<file path="config.mk">
export PLATFORM = sky130hd
export DESIGN_NAME = reg_bank_spiller
export DESIGN_NICKNAME = d
export VERILOG_FILES = /design/src/rtl/reg_bank_spiller_pkg.sv /design/src/rtl/reg_bank_spiller_checksum.sv /design/src/rtl/reg_bank_spiller.sv
export SDC_FILE = /design/constraint.sdc
export NUM_CORES = 1
export LEC_CHECK = 0
export ABC_AREA = 0
export CAP_MARGIN = 5
export CORE_ASPECT_RATIO = 1.25
export CORE_UTILIZATION = 35
export DETAILED_ROUTE_END_ITERATION = 12
export PLACE_DENSITY = 0.68
export SLEW_MARGIN = 20
export SYNTH_ARGS = -nofsm -noshare
export SYNTH_HDL_FRONTEND = slang
export SYNTH_SLANG_ARGS = --single-unit
</file>
<file path="constraint.sdc">
create_clock -name clock_i -period 5.1 [get_ports clock_i]
set_clock_uncertainty 0.15 [all_clocks]
set_input_delay 0.51 -clock clock_i [delete_from_list [all_inputs] [get_ports clock_i]]
set_output_delay 0.51 -clock clock_i [all_outputs]
set_load 0.05 [all_outputs]
</file>
<file path="src/rtl/reg_bank_spiller_pkg.sv">
// reg_spill_pkg: shared state encoding, command codes and widths for the
// register-bank spill/fill engine.
package reg_spill_pkg;

   localparam int REG_W     = 16;
   localparam int BANK_W    = 6;
   localparam int RF_ADDR_W = 5;

   localparam logic CMD_SPILL = 1'b0;
   localparam logic CMD_FILL  = 1'b1;

   typedef enum logic [2:0] {
      IDLE   = 3'd0,
      SP_RD  = 3'd1,
      SP_CAP = 3'd2,
      SP_MEM = 3'd3,
      FL_REQ = 3'd4,
      FL_RSP = 3'd5,
      FL_WR  = 3'd6,
      DONE   = 3'd7
   } spill_state_t;

   // Memory word address of a register: wraps modulo 2^REG_W.
   function automatic logic [REG_W-1:0] word_addr(input logic [REG_W-1:0] base,
                                                   input logic [REG_W-1:0] offset);
      return base + offset;
   endfunction

endpackage

</file>
<file path="src/rtl/reg_bank_spiller_checksum.sv">
// reg_spill_checksum: 16-bit XOR accumulator over transferred words.
// Cleared when a command is accepted, folded in once per transferred word.
module reg_spill_checksum
   import reg_spill_pkg::*;
(
   input  logic             clk,
   input  logic             rst,
   input  logic             clear,
   input  logic             accumulate,
   input  logic [REG_W-1:0] data,
   output logic [REG_W-1:0] sum
);

   // Accumulate XOR of each transferred word; clear takes priority.
   always_ff @(posedge clk or posedge rst) begin
      if (rst) begin
         sum <= '0;
      end else if (clear) begin
         sum <= '0;
      end else if (accumulate) begin
         sum <= sum ^ data;
      end
   end

endmodule

</file>
<file path="src/rtl/reg_bank_spiller.sv">
// reg_bank_spiller: spills one register bank to data memory or fills it back,
// driving the register file's port A and the load/store memory port.
// Optional feature: define REG_SPILL_CHECKSUM_EN to build the XOR checksum on
// checksum_o; otherwise checksum_o is tied to zero.
//
// Handshakes: a command transfers when cmdValid_i && cmdReady_o on a rising
// edge; a memory request transfers when memReqValid_o && memReqReady_i, and
// the request fields stay stable until then. memRspValid_i is a single-cycle
// strobe that is only observed while waiting for a load response.
module reg_bank_spiller
   import reg_spill_pkg::*;
#(
   parameter int NUM_REGISTERS_PER_BANK = 16,
   parameter int NUM_REG_BANKS          = 2
) (
   input  logic                 clock_i,
   input  logic                 reset_i,
   input  logic                 cmdValid_i,
   output logic                 cmdReady_o,
   input  logic                 cmdFill_i,
   input  logic [BANK_W-1:0]    cmdBank_i,
   input  logic [REG_W-1:0]     cmdBase_i,
   output logic [BANK_W-1:0]    bankSelect_o,
   output logic                 rfReadEnable_o,
   output logic [RF_ADDR_W-1:0] rfReadAddr_o,
   input  logic [REG_W-1:0]     rfReadData_i,
   output logic                 rfWriteEnable_o,
   output logic [RF_ADDR_W-1:0] rfWriteAddr_o,
   output logic [REG_W-1:0]     rfWriteData_o,
   output logic                 memReqValid_o,
   input  logic                 memReqReady_i,
   output logic                 memReqWrite_o,
   output logic [REG_W-1:0]     memReqAddr_o,
   output logic [REG_W-1:0]     memReqData_o,
   input  logic                 memRspValid_i,
   input  logic [REG_W-1:0]     memRspData_i,
   output logic                 busy_o,
   output logic                 done_o,
   output logic                 err_o,
   output logic [REG_W-1:0]     checksum_o,
   output logic [2:0]           state_o
);

   localparam int IDX_W = (NUM_REGISTERS_PER_BANK > 1) ? $clog2(NUM_REGISTERS_PER_BANK) : 1;
   localparam logic [IDX_W-1:0]  LAST_IDX   = IDX_W'(NUM_REGISTERS_PER_BANK - 1);
   localparam logic [BANK_W:0]   BANK_LIMIT = (BANK_W + 1)'(NUM_REG_BANKS);

   spill_state_t      state;
   logic [IDX_W-1:0]  idx;
   logic [IDX_W-1:0]  idx_next;
   logic [REG_W-1:0]  base_q;
   logic [REG_W-1:0]  data_q;
   logic              cmd_accept;
   logic              bank_bad;

   assign cmd_accept    = cmdValid_i && cmdReady_o && (state == IDLE);
   assign bank_bad      = {1'b0, cmdBank_i} >= BANK_LIMIT;
   assign idx_next      = idx + IDX_W'(1);
   // One data register serves both directions: RF read data on a spill,
   // load data on a fill.
   assign memReqData_o  = data_q;
   assign rfWriteData_o = data_q;
   assign state_o       = state;

   // Transfer FSM with registered outputs; each transition sets the outputs
   // the destination state presents.
   always_ff @(posedge clock_i or posedge reset_i) begin
      if (reset_i) begin
         state           <= IDLE;
         idx             <= '0;
         base_q          <= '0;
         data_q          <= '0;
         bankSelect_o    <= '0;
         cmdReady_o      <= 1'b0;
         rfReadEnable_o  <= 1'b0;
         rfReadAddr_o    <= '0;
         rfWriteEnable_o <= 1'b0;
         rfWriteAddr_o   <= '0;
         memReqValid_o   <= 1'b0;
         memReqWrite_o   <= 1'b0;
         memReqAddr_o    <= '0;
         busy_o          <= 1'b0;
         done_o          <= 1'b0;
         err_o           <= 1'b0;
      end else begin
         done_o          <= 1'b0;
         err_o           <= 1'b0;
         rfReadEnable_o  <= 1'b0;
         rfWriteEnable_o <= 1'b0;
         case (state)
            IDLE: begin
               cmdReady_o <= 1'b1;
               if (cmd_accept) begin
                  cmdReady_o   <= 1'b0;
                  busy_o       <= 1'b1;
                  bankSelect_o <= cmdBank_i;
                  base_q       <= cmdBase_i;
                  idx          <= '0;
                  if (bank_bad) begin
                     state  <= DONE;
                     done_o <= 1'b1;
                     err_o  <= 1'b1;
                  end else if (cmdFill_i == CMD_FILL) begin
                     state         <= FL_REQ;
                     memReqValid_o <= 1'b1;
                     memReqWrite_o <= 1'b0;
                     memReqAddr_o  <= cmdBase_i;
                  end else begin
                     state          <= SP_RD;
                     rfReadEnable_o <= 1'b1;
                     rfReadAddr_o   <= '0;
                  end
               end
            end
            SP_RD: begin
               state <= SP_CAP;
            end
            SP_CAP: begin
               data_q        <= rfReadData_i;
               memReqValid_o <= 1'b1;
               memReqWrite_o <= 1'b1;
               memReqAddr_o  <= word_addr(base_q, REG_W'(idx));
               state         <= SP_MEM;
            end
            SP_MEM: begin
               if (memReqReady_i) begin
                  memReqValid_o <= 1'b0;
                  memReqWrite_o <= 1'b0;
                  if (idx == LAST_IDX) begin
                     state  <= DONE;
                     done_o <= 1'b1;
                  end else begin
                     idx            <= idx_next;
                     state          <= SP_RD;
                     rfReadEnable_o <= 1'b1;
                     rfReadAddr_o   <= RF_ADDR_W'(idx_next);
                  end
               end
            end
            FL_REQ: begin
               if (memReqReady_i) begin
                  memReqValid_o <= 1'b0;
                  state         <= FL_RSP;
               end
            end
            FL_RSP: begin
               if (memRspValid_i) begin
                  data_q          <= memRspData_i;
                  rfWriteEnable_o <= 1'b1;
                  rfWriteAddr_o   <= RF_ADDR_W'(idx);
                  state           <= FL_WR;
               end
            end
            FL_WR: begin
               if (idx == LAST_IDX) begin
                  state  <= DONE;
                  done_o <= 1'b1;
               end else begin
                  idx           <= idx_next;
                  state         <= FL_REQ;
                  memReqValid_o <= 1'b1;
                  memReqWrite_o <= 1'b0;
                  memReqAddr_o  <= word_addr(base_q, REG_W'(idx_next));
               end
            end
            DONE: begin
               busy_o     <= 1'b0;
               cmdReady_o <= 1'b1;
               state      <= IDLE;
            end
            default: begin
               state <= IDLE;
            end
         endcase
      end
   end

`ifdef REG_SPILL_CHECKSUM_EN
   logic cs_acc;

   // A word counts once: at the store handshake or in the RF write cycle.
   assign cs_acc = ((state == SP_MEM) && memReqReady_i) || (state == FL_WR);

   reg_spill_checksum u_checksum (
      .clk        (clock_i),
      .rst        (reset_i),
      .clear      (cmd_accept),
      .accumulate (cs_acc),
      .data       (data_q),
      .sum        (checksum_o)
   );
`else
   assign checksum_o = '0;
`endif

endmodule

</file>
After elaboration in Yosys (flattened, before gate mapping):

Index checks and enable logic that the tools add are counted.

* register bits: 78
* output and inout bits: 91

* $add $sub $neg: 3
* order comparisons: 1
* equality and inequality tests: 18
* mux-type cells: 55
* reductions and logical operators: 21

Operator list (number)
* $mux 16: 5
* $pmux 16 s3: 1
* $add 16x4->16: 2
* $pmux 16 s2: 1
* $mux 5: 5
* $pmux 3 s8: 1
* $mux 1: 23
* $mux 3: 7
* $ne 2x2->1 const B: 9
* $reduce_and 6->1: 3
* $eq 3x3->1 const B: 4
* $mux 4: 3
* $pmux 4 s3: 1
* $pmux 5 s2: 1
* $pmux 1 s4: 2
* $reduce_and 2->1: 4
* $reduce_bool 4->1: 2
* $eq 3x2->1 const B: 2
* $ge 6x2->1 const B: 1
* $pmux 1 s2: 3
* $reduce_bool 2->1: 3
* $reduce_bool 3->1: 2
* $reduce_and 5->1: 1
* $add 4x1->4 const B: 1
* 10 further kinds: 11

Depth between registers and ports, before layout:

* depth in word-level cells: 4
* gate-level depth with buffers: 12
* depth with buffers taken out: 10

Least setup slack after synthesis:

Ideal clock, no wire load.

* path type: register to register
* from: register state[0] (netlist: state_o[0])
* to: register memReqAddr_o[8]
* setup time: 148 ps
* arrival time: 2903 ps
* data required time: 4802 ps
* slack: 1899 ps
* stages on the path, launching flop included: 13
* path buffers: 2
* period minus slack after synthesis: 3201 ps
* cells stage by stage: dfrtp_1 buf_4 buf_2 nor2b_1 nand2_1 xnor2_1 ha_1 fa_1 a21o_1 a21oi_1 nor2_1 xnor2_1 o221ai_1

* cells in the longest elaborated chain, start to end: 4
* elaborated cells between the ends (all ways): 11

RTL lines
* start: declaration: RTL line reg_bank_spiller.sv:48 `spill_state_t state;`
* start signal: assignment: RTL line reg_bank_spiller.sv:69 `state <= IDLE;`
* start signal: assignment: RTL line reg_bank_spiller.sv:100 `state <= DONE;`
* start signal: assignment: RTL line reg_bank_spiller.sv:104 `state <= FL_REQ;`
* $logic_not 3->1: RTL line reg_bank_spiller.sv:56, reg_bank_spiller.sv:90
* $logic_and 1x1->1: RTL line reg_bank_spiller.sv:56 `assign cmd_accept = cmdValid_i && cmdReady_o && (state == IDLE);`
* $ne 2x2->1 (no line)
* $reduce_and 5->1 (no line)
* end signal: assignment: RTL line reg_bank_spiller.sv:107 `memReqAddr_o <= cmdBase_i;`
* end signal: assignment: RTL line reg_bank_spiller.sv:122 `memReqAddr_o <= word_addr(base_q, REG_W'(idx));`
* end signal: assignment: RTL line reg_bank_spiller.sv:163 `memReqAddr_o <= word_addr(base_q, REG_W'(idx_next));`
* end: declaration: RTL line reg_bank_spiller.sv:33 `output logic [REG_W-1:0] memReqAddr_o,`

Several ways; a longest one is shown, not always the timed one.
A chain may end at the register's enable or synchronous reset.

Worst setup path after layout:

* from: register state[1] (netlist: state_o[1])
* to: register memReqAddr_o[8]

The elaborated chain is that of the path after synthesis.

==> impl_metrics.py <==
metrics = {
    "clock_network": {
        "cts.htree.levels": 3,
        "cts_buffers": 9,
        "clock_slew_seen_by_the_registers_of_the_worst_setup_and_hold_paths_ns": 0.06,
        "cts_hold_repair.buffers": 0,
        "cts.sink_count": 77,
        "cts-root-to-sink-buffers": 2,
        "clock-root-buffer": "clkbuf_16",
        "worst_skew_pair.late_latency_ns": 0.33,
        "cts_post_setup_buffers_inserted": 0,
        "cts.repair.resized": 0,
        "tritoncts_clock_tree": "done",
    },
    "yosys": {
        "synth_sequential_area_ratio_pct": 45.54,
        "ys_types": 54,
        "synthesized_area_divided_by_synthesized_cell_count_um2": 10.00,
        "synth_enable_flop_cells": 0,
        "syn-instance-count": 423,
        "synth.ff_latch_count": 77,
        "syn_area_um2": 4232,
        "warning_count_from_the_yosys_run": 0,
        "async_flop_share_pct": 100.0,
        "synthFlopType": "dfrtp_1",
    },
    "finish": {
        "count_of_antenna_diodes_in_the_layout": 0,
        "final_cell_mix": "132 x clkdlybuf4s50_1, 77 x dfrtp_1, 73 x nand2_1",
        "most_common_cell_after_layout_fill_and_taps_aside": "clkdlybuf4s50_1",
        "finish.cell_count_without_fillers": 692,
        "final.fill_count": 1099,
        "num-nets-final": 592,
        "drive_above_1_share_pct": 9.605,
        "final_core_util_pct": 49.34,
        "area.growth.synth_to_final_pct": 36.07,
    },
    "die": {
        "horiz_die_dim_um": 100.3,
        "floorplan.initialDensity_pct": 36.26,
        "fp.dieH_um": 124.9,
        "core_region_area_um2": 11670,
        "rows": 44,
        "design.portCount": 151,
        "die-area_um2": 12540,
    },
    "sta": {
        "max_clock_freq_mhz": 284.1,
        "drv_slew": 0,
        "timing_hold_violations_final": 0,
        "min_clock_period_post_route_ns": 3.519,
        "setup_total_negative_slack_ns": 0,
        "tightest_slew_ns": 1.016,
        "maxSlewHeadroom_pct": 32.02,
        "timing.final.crit_share_pct": 69.01,
        "grt_setup_unrepaired": "no",
        "endpoints_failing_setup": 0,
    },
    "drt": {
        "antenna_left": 0,
        "detail_route.iter0.violations": 234,
        "avgViaCountPerCell": 4.855,
        "wl_mm": 10.37,
        "routedWlPerCell_um": 14.98,
        "detailroute.via_count": 3360,
        "drt_drc_violations_left": 0,
        "drt_pass1_iterations": 4,
    },
    "pwr": {
        "power_per_cell_area_nw_per_um2": 716.2,
        "cellLeakagePower_nw": 2.564,
        "ir_drop_mv": 0.3081,
    },
    "run": {
        "max-cap-violations": 0,
    },
    "worst_setup_path": {
        "depth_of_the_most_critical_reg_to_reg_path": 10,
        "crit_arrival_ns": 3.54,
        "timing.critical_path.from_type": "flop",
        "cp.required_ns": 5.12,
        "cp-end-kind": "flop",
        "maximum_fanout_along_the_worst_path": 22,
        "worstSetupPathType": "reg2reg",
    },
    "global_route": {
        "first_global_vias": 3250,
        "grt_start_max_net_pins": 41,
        "globalRoute.totalOverflow": 0,
        "gr-usage-all-layers_pct": 16.68,
        "grt_antenna_before_repair": 0,
        "wire_length_of_the_first_global_routing_pass_mm": 16.25,
    },
    "min_path": {
        "worstHoldPathType": "reg2reg",
        "worstHoldPathCells": 2,
    },
    "run_status": {
        "status": "completed",
    },
    "place": {
        "dp_hpwl_mm": 7.533,
        "gpl.final_weighted_congestion": 0.8554,
        "place.port_buffers": 132,
        "placedCellCount": 676,
    },
}
## logic make-up (layout without fill, tap and decap cells)
logic type	Yosys count	count (layout)	share of synthesized area [%]
AND/OR/NAND/NOR	126	126	13.60
AO/OA/AOI/OAI	86	86	13.81
flip-flops	77	77	45.54
buffers and inverters	65	156	10.14
multiplexers	45	45	11.35
XOR/XNOR	17	17	3.519
adder cells (fa/ha/maj)	6	6	1.952
other	1	18	0.08862
## power by group
| part | total, mW | switching, mW | internal, mW | leakage [nW] |
|---|---|---|---|---|
| registers | 1.13 | 0.264 | 0.869 | 0.966 |
| logic | 2.30 | 1.47 | 0.831 | 1.44 |
| clock network | 0.693 | 0.239 | 0.453 | 0.163 |
## layer usage
metal / vias up / track usage, % / routed length [µm] / share of wire [%]
li1: 1620 / - / - / -
met1: 1596 / 20.44 / 4477 / 43
met2: 131 / 28.40 / 5077 / 49
met3: 13 / 3.242 / 646 / 6.2
met4: 0 / 6.905 / 167 / 1.6
met5: - / 0 / 0 / 0
## path summary, 6_finish.rpt
path / startpoint / endpoint / slack [ns]
worst min-delay path: rfWriteAddr_o[2] / rfWriteAddr_o[2] / 0.32
worst min register to register: rfWriteAddr_o[2] / rfWriteAddr_o[2] / 0.32
max in group asynchronous: reset_i / rfWriteEnable_o / 3.41
min in group asynchronous: reset_i / rfReadAddr_o[3] / 0.43
worst max-delay path: state_o[1] / memReqAddr_o[8] / 1.58
worst max register to register: state_o[1] / memReqAddr_o[8] / 1.58
## through the flow
stage | total power [mW] | instance area, µm² | hold slack [ns] | setup WS, ns
after global placement | 3.408 | 5426 | 0.3092 | 1.784
after CTS | 4.162 | 5753 | 0.3298 | 1.587
after floorplan | 2.843 | 4295 | 0.3362 | 1.899
final | 4.124 | 5758 | 0.3224 | 1.581
after detailed placement | 3.453 | 5426 | 0.3147 | 1.583
after global routing | 4.349 | 5758 | 0.3647 | 1.266
## synthesized netlist by cell type, types with 2 or more instances
cell type / number / area [µm²]
buf_2: 12 / 60.06
o31a_1: 4 / 35.03
xor2_1: 9 / 78.83
mux2_2: 24 / 270.3
a211oi_1: 2 / 15.01
nand4_1: 4 / 25.02
a221o_1: 2 / 20.02
a22oi_1: 2 / 15.01
nand2b_1: 5 / 31.28
nor2b_1: 2 / 12.51
and3_1: 2 / 12.51
buf_4: 41 / 307.8
buf_6: 2 / 22.52
o31ai_1: 5 / 37.54
o21bai_1: 2 / 15.01
xnor2_1: 8 / 70.07
nand3_1: 11 / 55.05
o21ai_0: 24 / 120.1
o22ai_1: 2 / 12.51
o221ai_1: 8 / 70.07
o21ai_1: 12 / 60.06
a2bb2oi_1: 2 / 17.52
and2_1: 2 / 12.51
a21o_1: 3 / 22.52
nand2_1: 73 / 274.0
mux2i_1: 21 / 210.2
dfrtp_1: 77 / 1927
ha_1: 5 / 62.56
nor2_1: 17 / 63.81
clkbuf_1: 2 / 7.510
inv_1: 7 / 26.28
a21oi_1: 9 / 45.04
## layout make-up
cell class                 count  area (µm²)  area share (%)
clock buffer                  12       256.5           4.455
tap                          161       201.4           3.498
inverter                       7       27.53          0.4781
sequential                    77        1927           33.46
timing repair buffer         133        1329           23.08
clock inverter                 4       70.07           1.217
multi-input combinational    298        1947           33.81
## critical path, cell delays in order, from the launching register on
cell	delay, ns
dfrtp_1	0.79
nor2b_1	0.50
nand2_1	0.19
xnor2_1	0.20
ha_1	0.23
fa_1	0.41
a21o_1	0.18
a21oi_1	0.31
nor2_1	0.12
xnor2_1	0.14
o221ai_1	0.13
## state kept, by name (all words and copies together), names as in the netlist
name and cells:
memReqWrite_o 1, rfReadEnable_o 1, memReqData_o 16, rfWriteEnable_o 1, idx 4, done_o 1
rfWriteAddr_o 4, memReqAddr_o 16, rfReadAddr_o 4, state_o 3, busy_o 1, cmdReady_o 1
base_q 16, err_o 1, memReqValid_o 1, bankSelect_o 6
(Power assumes the default switching activity.)
